## src/rtl/shift_rows_pkg.sv

```systemverilog
// Shared helpers for the ShiftRows stage: row offsets, byte placement, legal widths.
// No logic here; all functions are evaluated at elaboration time.
// No flow control of its own.
package shift_rows_pkg;

  // Only the three Rijndael block widths are meaningful for this stage.
  function automatic bit nb_legal(input int nb);
    return (nb == 4) || (nb == 6) || (nb == 8);
  endfunction

  // State width in bits for a given column count.
  function automatic int data_w(input int nb);
    return 32 * nb;
  endfunction

  // Rotation of row r: the wide 8-column block moves rows 2 and 3 one further.
  function automatic int row_shift(input int nb, input int r);
    if (nb == 8 && r >= 2) return r + 1;
    return r;
  endfunction

  // LSB position of byte (r,c); byte index 8*(4c+r) counts down from the MSB.
  function automatic int byte_lsb(input int nb, input int r, input int c);
    return data_w(nb) - 8 - 8 * (4 * c + r);
  endfunction

endpackage

```

## src/rtl/shift_rows_perm.sv

```systemverilog
// Combinational ShiftRows / InvShiftRows byte permutation with bypass.
// Zero latency; pure wiring plus one 3-way select.
// No flow control; the caller owns the handshake.
module shift_rows_perm
  import shift_rows_pkg::*;
#(
  parameter int NB = 4
) (
  input  logic [32*NB-1:0] in_data,
  input  logic             inv,
  input  logic             bypass,
  output logic [32*NB-1:0] out_data
);

  localparam int W = data_w(NB);

  logic [W-1:0] fwd_dat;
  logic [W-1:0] inv_dat;

  // Each output byte picks its source column in the same row, rotated by the row offset.
  for (genvar r = 0; r < 4; r++) begin : g_row
    for (genvar c = 0; c < NB; c++) begin : g_col
      localparam int S   = row_shift(NB, r);
      localparam int DST = byte_lsb(NB, r, c);
      localparam int SF  = byte_lsb(NB, r, (c + S) % NB);
      localparam int SI  = byte_lsb(NB, r, (c + NB - S) % NB);
      assign fwd_dat[DST +: 8] = in_data[SF +: 8];
      assign inv_dat[DST +: 8] = in_data[SI +: 8];
    end
  end

  // Bypass wins over direction select.
  always_comb begin
    out_data = fwd_dat;
    if (bypass)   out_data = in_data;
    else if (inv) out_data = inv_dat;
  end

endmodule

```

## src/rtl/shift_rows_pipe.sv

```systemverilog
// Registered ShiftRows/InvShiftRows stage with a 2-entry output FIFO.
// Latency 1 cycle from accept to out_valid; 1 transaction/cycle when out_ready high.
// in_ready comes from registered occupancy only, so no combinational ready path.
module shift_rows_pipe
  import shift_rows_pkg::*;
#(
  parameter int NB    = 4,
  parameter int TAG_W = 4
) (
  input  logic             clk,
  input  logic             rst,
  input  logic             clear,
  input  logic             in_valid,
  output logic             in_ready,
  input  logic [32*NB-1:0] in_data,
  input  logic             in_inv,
  input  logic             in_bypass,
  input  logic [TAG_W-1:0] in_tag,
  output logic             out_valid,
  input  logic             out_ready,
  output logic [32*NB-1:0] out_data,
  output logic [TAG_W-1:0] out_tag
);

  localparam int W = data_w(NB);

  if (!nb_legal(NB)) begin : g_bad_nb
    $error("shift_rows_pipe: NB must be 4, 6 or 8");
  end
  if (TAG_W < 1) begin : g_bad_tag
    $error("shift_rows_pipe: TAG_W must be at least 1");
  end

  logic [W-1:0]     perm_dat;
  logic [1:0]       count_q, count_d;
  logic             wr_ptr_q, wr_ptr_d;
  logic             rd_ptr_q, rd_ptr_d;
  logic [W-1:0]     dat_q [2];
  logic [W-1:0]     dat_d [2];
  logic [TAG_W-1:0] tag_q [2];
  logic [TAG_W-1:0] tag_d [2];
  logic             push;
  logic             pop;

  shift_rows_perm #(.NB(NB)) u_perm (
    .in_data  (in_data),
    .inv      (in_inv),
    .bypass   (in_bypass),
    .out_data (perm_dat)
  );

  // Ready is held low during reset so nothing is accepted into a buffer being cleared.
  assign in_ready  = !rst && (count_q < 2'd2);
  assign out_valid = (count_q != 2'd0);
  assign out_data  = dat_q[rd_ptr_q];
  assign out_tag   = tag_q[rd_ptr_q];
  assign push      = in_valid && in_ready;
  assign pop       = out_valid && out_ready;

  // Next-state for occupancy, pointers and storage; clear discards same-cycle push/pop.
  always_comb begin
    count_d  = count_q;
    wr_ptr_d = wr_ptr_q;
    rd_ptr_d = rd_ptr_q;
    dat_d    = dat_q;
    tag_d    = tag_q;
    if (clear) begin
      count_d  = 2'd0;
      wr_ptr_d = 1'b0;
      rd_ptr_d = 1'b0;
    end else begin
      if (push) begin
        dat_d[wr_ptr_q] = perm_dat;
        tag_d[wr_ptr_q] = in_tag;
        wr_ptr_d        = ~wr_ptr_q;
      end
      if (pop) rd_ptr_d = ~rd_ptr_q;
      unique case ({push, pop})
        2'b10:   count_d = count_q + 2'd1;
        2'b01:   count_d = count_q - 2'd1;
        default: count_d = count_q;
      endcase
    end
  end

  // State registers; storage is zeroed so the head never shows X.
  always_ff @(posedge clk or posedge rst) begin
    if (rst) begin
      count_q  <= 2'd0;
      wr_ptr_q <= 1'b0;
      rd_ptr_q <= 1'b0;
      dat_q[0] <= '0;
      dat_q[1] <= '0;
      tag_q[0] <= '0;
      tag_q[1] <= '0;
    end else begin
      count_q  <= count_d;
      wr_ptr_q <= wr_ptr_d;
      rd_ptr_q <= rd_ptr_d;
      dat_q    <= dat_d;
      tag_q    <= tag_d;
    end
  end

endmodule
```

## config.mk

```make
export PLATFORM = sky130hd
export DESIGN_NAME = shift_rows_pipe
export DESIGN_NICKNAME = d
export VERILOG_FILES = /design/src/rtl/shift_rows_pkg.sv /design/src/rtl/shift_rows_perm.sv /design/src/rtl/shift_rows_pipe.sv
export SDC_FILE = /design/constraint.sdc
export NUM_CORES = 1
export LEC_CHECK = 0
export ABC_AREA = 1
export BUFFER_PORTS_ARGS = -buffer_cell sky130_fd_sc_hd__buf_2
export CORE_MARGIN = 3
export CORE_UTILIZATION = 50
export CTS_CLUSTER_DIAMETER = 100
export CTS_CLUSTER_SIZE = 20
export DETAILED_ROUTE_END_ITERATION = 10
export PLACE_DENSITY_LB_ADDON = 0.1
export SLEW_MARGIN = 30
export SYNTH_ARGS = -nofsm -noshare
export SYNTH_HDL_FRONTEND = slang
export SYNTH_SLANG_ARGS = --single-unit
```

## constraint.sdc

```tcl
create_clock -name clk -period 8.33 [get_ports clk]
set_clock_uncertainty 0.2 [all_clocks]
set_input_delay 0.4165 -clock clk [delete_from_list [all_inputs] [get_ports clk]]
set_output_delay 0.4165 -clock clk [all_outputs]
set_load 0.02 [all_outputs]
```

==> results of run 1 <==
metrics by stage:
step / instance area (um^2) / hold WS, ps / instances
after floorplan: 13000 / 242 / 1755
after global placement: 14300 / 253 / 2247
after detailed placement: 14300 / 259 / 2247
after CTS: 15100 / 46.1 / 2305
after global routing: 15200 / 86.3 / 2309
final: 15200 / 70.6 / 2310
sequential cells by signal, indices dropped and copies added (netlist names):
| name | count |
|---|---|
| tag_q | 8 |
| count_q | 2 |
| rd_ptr_q | 1 |
| dat_q | 256 |
| wr_ptr_q | 1 |
power by group:
part	internal (mW)	total, mW	switching [mW]	leakage (nW)
clock	0.374	0.815	0.442	0.222
combinational	0.392	1.16	0.768	4.53
sequential	1.65	1.82	0.177	3.38
total	2.41	3.80	1.39	8.13
placed cells by master (no fill, tap or decap), drive strengths merged:
master       count
dfrtp          268
a21oi            1
nor2            11
diode            4
nand3           65
buf            282
clkbuf          18
nor3             1
nand4            1
dlygate4sd3     38
xor2             1
clkinv           3
inv             96
nand2          828
o21ai          363
metal layers:
layer	vias up	part of all wire, %
li1	5969	-
met1	5592	45
met2	372	45
met3	67	6.7
met4	10	3.8
met5	-	0.16
worst min path at each step:
stage | startpoint | endpoint | slack (ps) | cells past startpoint
CTS | in_data[3] | dat_q[3] | 50 | 3
floorplan | dat_q[104] | dat_q[104] | 240 | 2
finish | in_data[118] | dat_q[118] | 70 | 3
global placement | dat_q[109] | dat_q[109] | 250 | 2
detailed placement | dat_q[40] | dat_q[40] | 260 | 2
global route | in_data[53] | dat_q[53] | 90 | 3
what timing repair did:
| action | 4_1_cts | 5_1_grt |
|---|---|---|
| hold buffers | 38 | 0 |
| resized for setup | 0 | 0 |
| endpoints found under the setup margin | 0 | 0 |
| hold endpoints to repair | 116 | 0 |
layout make-up:
type | count | area share (%)
well taps | 330 | 2.72
multi-input cells | 1271 | 35.2
repair buffers | 320 | 12.2
clock buffers | 18 | 2.83
diodes | 4 | 0.0660
inverters | 97 | 2.59
flip-flops and latches | 268 | 44.2
clock inverters | 2 | 0.165
kinds of logic (layout without fill, tap and decap cells):
family,after synthesis,in the layout,share of synthesized area [%]
other cells,0,4,0
flops,268,268,51.7
xor+xnor,1,1,0.0675
compound gates,364,364,14.0
simple gates,906,906,27.0
buf+inv,216,437,7.20
worst register-to-register path, delay by kind of cell, from the launching register on:
kind | cells | cell delay [ps]
AO/OA/AOI/OAI | 1 | 300
buffers and inverters | 3 | 1750
flip-flops | 1 | 470
AND/OR/NAND/NOR | 3 | 220
==> results.toml, run 1 <==
[final_layout]
syn_to_final_growth_pct = 16.9
final_core_utilization_pct = 59.9
drive_gt1_share_pct = 15.8
multi_input_area_um2 = 5350
final-seq-area_um2 = 6710
fillers = 2410
nNetsFinal = 2114

[floorplanning]
core_region_area_um2 = 25300
row_count = 58
die_w_um = 167
initial_utilization_pct = 51.2
die-area_um2 = 27900
die_h_um = 167
ioPinCount = 273

[synthesis]
synth_cell_types = 19
synthFlopType = "dfrtp_1"
yosys-top-cells-area = "dfrtp_1, nand2_1, o21ai_0, o21ai_1, inv_1"
syn_area_per_cell_um2 = 7.40
synthCells = 1755
synth_warnings = 0
syn_nets = 1894
seq_area_frac_synth_pct = 51.7
synth-seq-cells = 268
synth.top_cell.area_share_pct = 51.7
synthesis.area_um2 = 13000
synthTopCellsByCount = "nand2_1, o21ai_0, dfrtp_1"
ys_async_sr_fraction_pct = 100
synth_edf_count = 0
yosysMostFrequentCell = "nand2_1"
synth.largest_area_cell = "dfrtp_1"

[sta]
hold_viol_final = 0
worstMarginPinSlew_ps = 884
drv_slew = 0
finalSetupViolations = 0
fmax_mhz = 304
rsz0062_at_grt = "false"
finalCriticalPeriod_ps = 3290
final.setup.worst_slack_ps = 5040
slew_headroom_pct = 41.1
post-route-period-util_pct = 39.5
tns_ps = 0

[routing]
ant_nets = 0
routedWlPerCell_um = 15.9
vias_per_cell = 5.20
first_pass_iters = 5
route.final.wire_length_um = 36700
vias = 12000
drc = 0
first_iter_violations = 1118

[global_routing]
grtUsageMet3_pct = 5.10
busiest_layer = "met2"
grt_pass1_wl_um = 59300
antenna_found_initial = 8
track_usage_pct = 25.9
use_met2_pct = 39.8
overflow = 0
met1_usage_pct = 36.9
grt_max_degree = 141
grt_pass1_vias = 11100

[outcome]
outcome = "completed"

[power]
cellPowerDensity_nw_per_um2 = 250
leakage_nw = 8.13
p_total_mw = 3.80
vdd_drop_max_mv = 0.187

[clocking]
clk_latency_ps = 510
clock-sinks = 268
numCtsBuffers = 17
post-cts-setup-buffers = 0
clock_path_buffers = 3
cts.root.buffer_cell = "clkbuf_16"
htree_levels = 1
cts_tree = "built"
clk_pin_slew_ps = 80

[setup_path]
worstSetupStartpointType = "input pin"
crit_top_cell = "buf_4"
cp_cell_sequence = "dlygate4sd3_1 > buf_2 > nor2_4 > nand2_2 > nor3_4 > buf_4 > inv_6 > buf_4 > o21ai_0"
crit_buf_inv = 5
r2r_end = "wr_ptr_q"
reg2reg_slack_ps = 5210
crit_fanout = 107
crit_type = "in2reg"
worst-path-stages = 9
startpoint = "rst"
crit_slowest_cell = "buf_4"
required_ps = 8470
reg2regPathDepth = 7
cpLargestDelayFamily = "buffers and inverters"
cp-endpoint = "wr_ptr_q"
worstSetupEndpointType = "flip-flop"
arrival_ps = 3430
r2r_start = "count_q[1]"
max_stage_delay_ps = 790

[place]
port_buffers = 272
place_hpwl_um = 24100
pre_cts_slack_ps = 5120
gp_congestion = 0.877

[run]
drv_cap = 0

[min_path]
hp-class = "in2reg"
No activity file was read; power rests on OpenSTA's default activity.
==> run 2: changes to the inputs <==
- clock period: 8.33 -> 2.83 ns (I/O delays scaled with it)
==> run 2 against run 1 <==
Effect of this change: final cell count is 7.1% higher; combinational power grew to 3.2 times the previous value; core utilization is 6.8 points higher; clock power grew to 2.9 times the previous value; die area stayed put; first-iteration DRC count is 3.0% higher; setup slack worse by 4800 ps; sequential share of layout area is 4.5 points lower; global-route usage is 1.0 points higher.
==> results.toml, run 2 (synthesis gave the netlist of run 1 again) <==
[final_layout]
nNetsFinal = 2282
mostFrequentLayoutCells = "nand2_1, o21ai_0, buf_2"
final_core_utilization_pct = 66.7
drive_gt1_share_pct = 15.0
multi_input_area_um2 = 5350
fillers = 2203
largest_register_ffs = 256
syn_to_final_growth_pct = 30.2
final_common_cell = "nand2_1"
regMostFlops = "dat_q"
top_regs = "dat_q (256), tag_q (8), count_q (2)"
final-seq-area_um2 = 6710

[power]
cellPowerDensity_nw_per_um2 = 675
p_total_mw = 11.4
vdd_drop_max_mv = 0.598
leakage_nw = 8.89

[clocking]
htree_levels = 1
numCtsBuffers = 17
clk_latency_ps = 490
clk_pin_slew_ps = 80
cts_tree = "built"
clock-sinks = 268
postCtsHoldBufs = 195
ctsResizeCount = 0
post-cts-setup-buffers = 0
cts.root.buffer_cell = "clkbuf_16"
clock_path_buffers = 3

[sta]
drv_slew = 0
finalCriticalPeriod_ps = 2630
worstMarginPinSlew_ps = 722
fmax_mhz = 381
finalSetupViolations = 0
slew_headroom_pct = 51.9
rsz0062_at_grt = "false"
post-route-period-util_pct = 92.9
hold_viol_final = 0

[routing]
first_pass_iters = 6
routedWlPerCell_um = 15.7
wl_met1_um = 16600
top_layer = "met4"
wl_met2_um = 18600
ant_nets = 0
wl_met3_um = 2750
drc = 0
vias_per_cell = 5.12
first_iter_violations = 1151
vias = 12700
route.final.wire_length_um = 38900

[place]
place_hpwl_um = 24200
port_buffers = 272
gp_congestion = 0.852

[floorplanning]
core_region_area_um2 = 25300
die-area_um2 = 27900
ioPinCount = 273
die_w_um = 167
row_count = 58
die_h_um = 167
initial_utilization_pct = 51.2

[setup_path]
worstSetupStartpointType = "input pin"
crit_type = "in2reg"
worstSetupEndpointType = "flip-flop"
r2r_start = "count_q[1]"
crit_fanout = 9
startpoint = "rst"
arrival_ps = 2800
required_ps = 3010

[min_path]
hp-class = "in2reg"
holdCritStartpoint = "in_data[10]"

[outcome]
outcome = "completed"

[global_routing]
overflow = 0
track_usage_pct = 27.0
grt_pass1_vias = 11900
grt_max_degree = 133
antenna_found_initial = 1
grt_pass1_wl_um = 62300

[run]
drv_cap = 0
run 2: changes by cell type in the layout (fill, tap and decap cells not counted), sizes merged:
cell         previous run  this run
dlygate4sd3            38       195
buf                   282       293
diode                   4         1
clkinv                  3         2
clkinvlp                0         1
inv                    96        95
run 2: worst paths after layout:
kind                            slack (ps)  depth (start not counted)          to
worst max-delay path                   200                         12  count_q[1]
worst min-delay path                    20                          5   dat_q[74]
worst max register to register         710                          7  count_q[1]
worst min register to register         280                          2    dat_q[8]
max in group asynchronous              890                          5  dat_q[120]
min in group asynchronous              570                          4   dat_q[88]
run 2: per-layer routing:
metal | up-vias | GRT usage (%)
met3 | 54 | 4.67
met1 | 5843 | 36.5
met5 | - | 0
met2 | 459 | 45.7
met4 | 0 | 6.42
li1 | 6301 | -
run 2: final cells by class:
class	instances	share of cell area, %
clock buffers	18	2.54
repair buffers	488	21.3
flip-flops and latches	268	39.7
well taps	330	2.44
multi-input cells	1271	31.6
inverters	97	2.26
diodes	1	0.0148
clock inverters	1	0.0963
run 2: power breakdown:
group / total (mW) / switching, mW / leakage (nW) / internal, mW
Clock: 2.38 / 1.28 / 0.218 / 1.09
Combinational: 3.66 / 2.31 / 5.29 / 1.36
Sequential: 5.36 / 0.516 / 3.38 / 4.84
Total: 11.4 / 4.11 / 8.89 / 7.29
run 2: through the flow:
stage | area [um^2] | setup slack (ps) | cells | TNS (ps) | hold slack (ps)
final | 16900 | 202 | 2474 | 0 | 24.6
after global routing | 16900 | 57.7 | 2474 | 0 | 31.1
after CTS | 16900 | 221 | 2473 | 0 | 11.3
after detailed placement | 14500 | 886 | 2259 | 0 | -70.1
after global placement | 14500 | 946 | 2259 | 0 | -72.2
after floorplan | 13000 | -1930 | 1755 | -289720 | 7.91
run 2: worst max-delay path: stages:
cell and delay [ps]:
dlygate4sd3_1 530, buf_2 140, dlygate4sd3_1 600, clkinvlp_4 230, nand2_1 80, nor2_1 180, nand2_1 70, nand2_1 110
nor2_1 50, nor2_1 80, nor2_1 50, dlygate4sd3_1 550
==> run 3: changes to the inputs <==
- HOLD_SLACK_MARGIN: default -> 0.1
==> run 3 against run 2 <==
Effect of this change: highest routed layer unchanged; power barely moved; final cell count rose by 0.32%; critical path type unchanged; largest power group unchanged; global-route usage is the same; routed wire length fell by 0.16%; non-clock buffer count is 8 higher.
==> results.toml, run 3 (synthesis gave the netlist of run 1 again) <==
[clocking]
htree_levels = 1
clk_pin_slew_ps = 90
numCtsBuffers = 17
cts.root.buffer_cell = "clkbuf_16"
clock_path_buffers = 3
clk_latency_ps = 490
cts_tree = "built"
post-cts-setup-buffers = 0
clock-sinks = 268

[final_layout]
mostFrequentLayoutCells = "nand2_1, o21ai_0, buf_2"
drive_gt1_share_pct = 15.0
top_regs = "dat_q (256), tag_q (8), count_q (2)"
final_common_cell = "nand2_1"
fillers = 2194
largest_register_ffs = 256
finish.instance_area_um2 = 17000
multi_input_area_um2 = 5350
syn_to_final_growth_pct = 30.8
final-seq-area_um2 = 6710
regMostFlops = "dat_q"
nNetsFinal = 2290

[setup_path]
arrival_ps = 2810
crit_fanout = 9
worstSetupEndpointType = "flip-flop"
crit_buf_inv = 5
worstSetupStartpointType = "input pin"
crit_slowest_cell = "dlygate4sd3_1"
required_ps = 3010
crit_top_cell = "nor2_1"
max_stage_delay_ps = 600
cpLargestDelayFamily = "buffers and inverters"
crit_type = "in2reg"
worst-path-stages = 12
cp_cell_sequence = "dlygate4sd3_1 > buf_2 > dlygate4sd3_1 > clkinvlp_4 > nand2_1 > nor2_1 > nand2_1 > nand2_1 > nor2_1 > nor2_1 > nor2_1 > dlygate4sd3_1"
reg2regPathDepth = 7
reg2reg_slack_ps = 710

[sta]
worstMarginPinSlew_ps = 738
rsz0062_at_grt = "false"
holdWs_ps = 144
post-route-period-util_pct = 93.0
drv_slew = 0
tns_ps = 0
fmax_mhz = 380
finalSetupViolations = 0
finalCriticalPeriod_ps = 2630
slew_headroom_pct = 50.8
hold_viol_final = 0

[min_path]
hold-path-cell-count = 6
hp-class = "in2reg"

[power]
leakage_nw = 8.92
p_total_mw = 11.4
vdd_drop_max_mv = 0.598
cellPowerDensity_nw_per_um2 = 672

[routing]
ant_nets = 0
first_iter_violations = 1109
vias = 12700
drc = 0
route.final.wire_length_um = 38800
first_pass_iters = 5
routedWlPerCell_um = 15.6
vias_per_cell = 5.11

[place]
port_buffers = 272
place_hpwl_um = 24200
dpl-instance-area_um2 = 14500
gp_congestion = 0.852

[global_routing]
grt_pass1_wl_um = 62400
grt_max_degree = 133
antenna_found_initial = 1
track_usage_pct = 27.0
grt_pass1_vias = 11900
overflow = 0

[floorplanning]
die-area_um2 = 27900
ioPinCount = 273
die_w_um = 167
row_count = 58
initial_utilization_pct = 51.2
core_region_area_um2 = 25300
die_h_um = 167

[outcome]
outcome = "completed"

[run]
drv_cap = 0
run 3: changes by cell type in the layout (fill, tap and decap cells not counted), sizes merged:
cell and change:
dlygate4sd3 +8
run 3: what timing repair did:
action	4_1_cts	5_1_grt
hold buffers	203	0
gates resized for setup	0	0
endpoints found under the hold margin	536	0
run 3: cell type report:
class                      instances  area share, %
sequential                       268           39.5
multi-input combinational       1271           31.5
inverter                          97           2.25
clock buffer                      18           2.53
tap                              330           2.43
antenna                            1         0.0147
clock inverter                     1         0.0958
timing repair buffer             496           21.7
run 3: path summary, 6_finish.rpt:
kind / from / end
max in group asynchronous: rst / dat_q[120]
worst min-delay path: in_inv / dat_q[103]
worst max-delay path: rst / count_q[1]
min in group asynchronous: rst / dat_q[88]
worst max register to register: count_q[1] / count_q[1]
worst min register to register: dat_q[8] / dat_q[8]
run 3: through the flow:
stage	utilization, %	cells	worst slack (ps)
2_1_floorplan	-	1755	-1930
3_3_place_gp	57.2	2259	946
3_5_place_dp	57.2	2259	886
4_1_cts	67.0	2481	221
5_1_grt	67.0	2482	57.7
6_report	67.0	2482	198
run 3: power by group:
group          switching, mW  internal [mW]
logic                   2.31           1.37
clock network           1.28           1.09
registers              0.515           4.84
run 3: tightest hold or removal path: cells and delay by family:
| family | cells | cell delay [ps] |
|---|---|---|
| buffers and inverters | 2 | 240 |
| and+or+nand+nor | 2 | 170 |
| AOI/OAI and AO/OA | 2 | 250 |
run 3: metal layers:
metal  vias to the layer above  global-route usage (%)  wire length (um)
li1                       6315                       -                 -
met1                      5862                    36.4             16600
met2                       458                    45.7             18700
met3                        56                    4.65              2630
met4                         0                    6.49               930
met5                         -                       0                 0
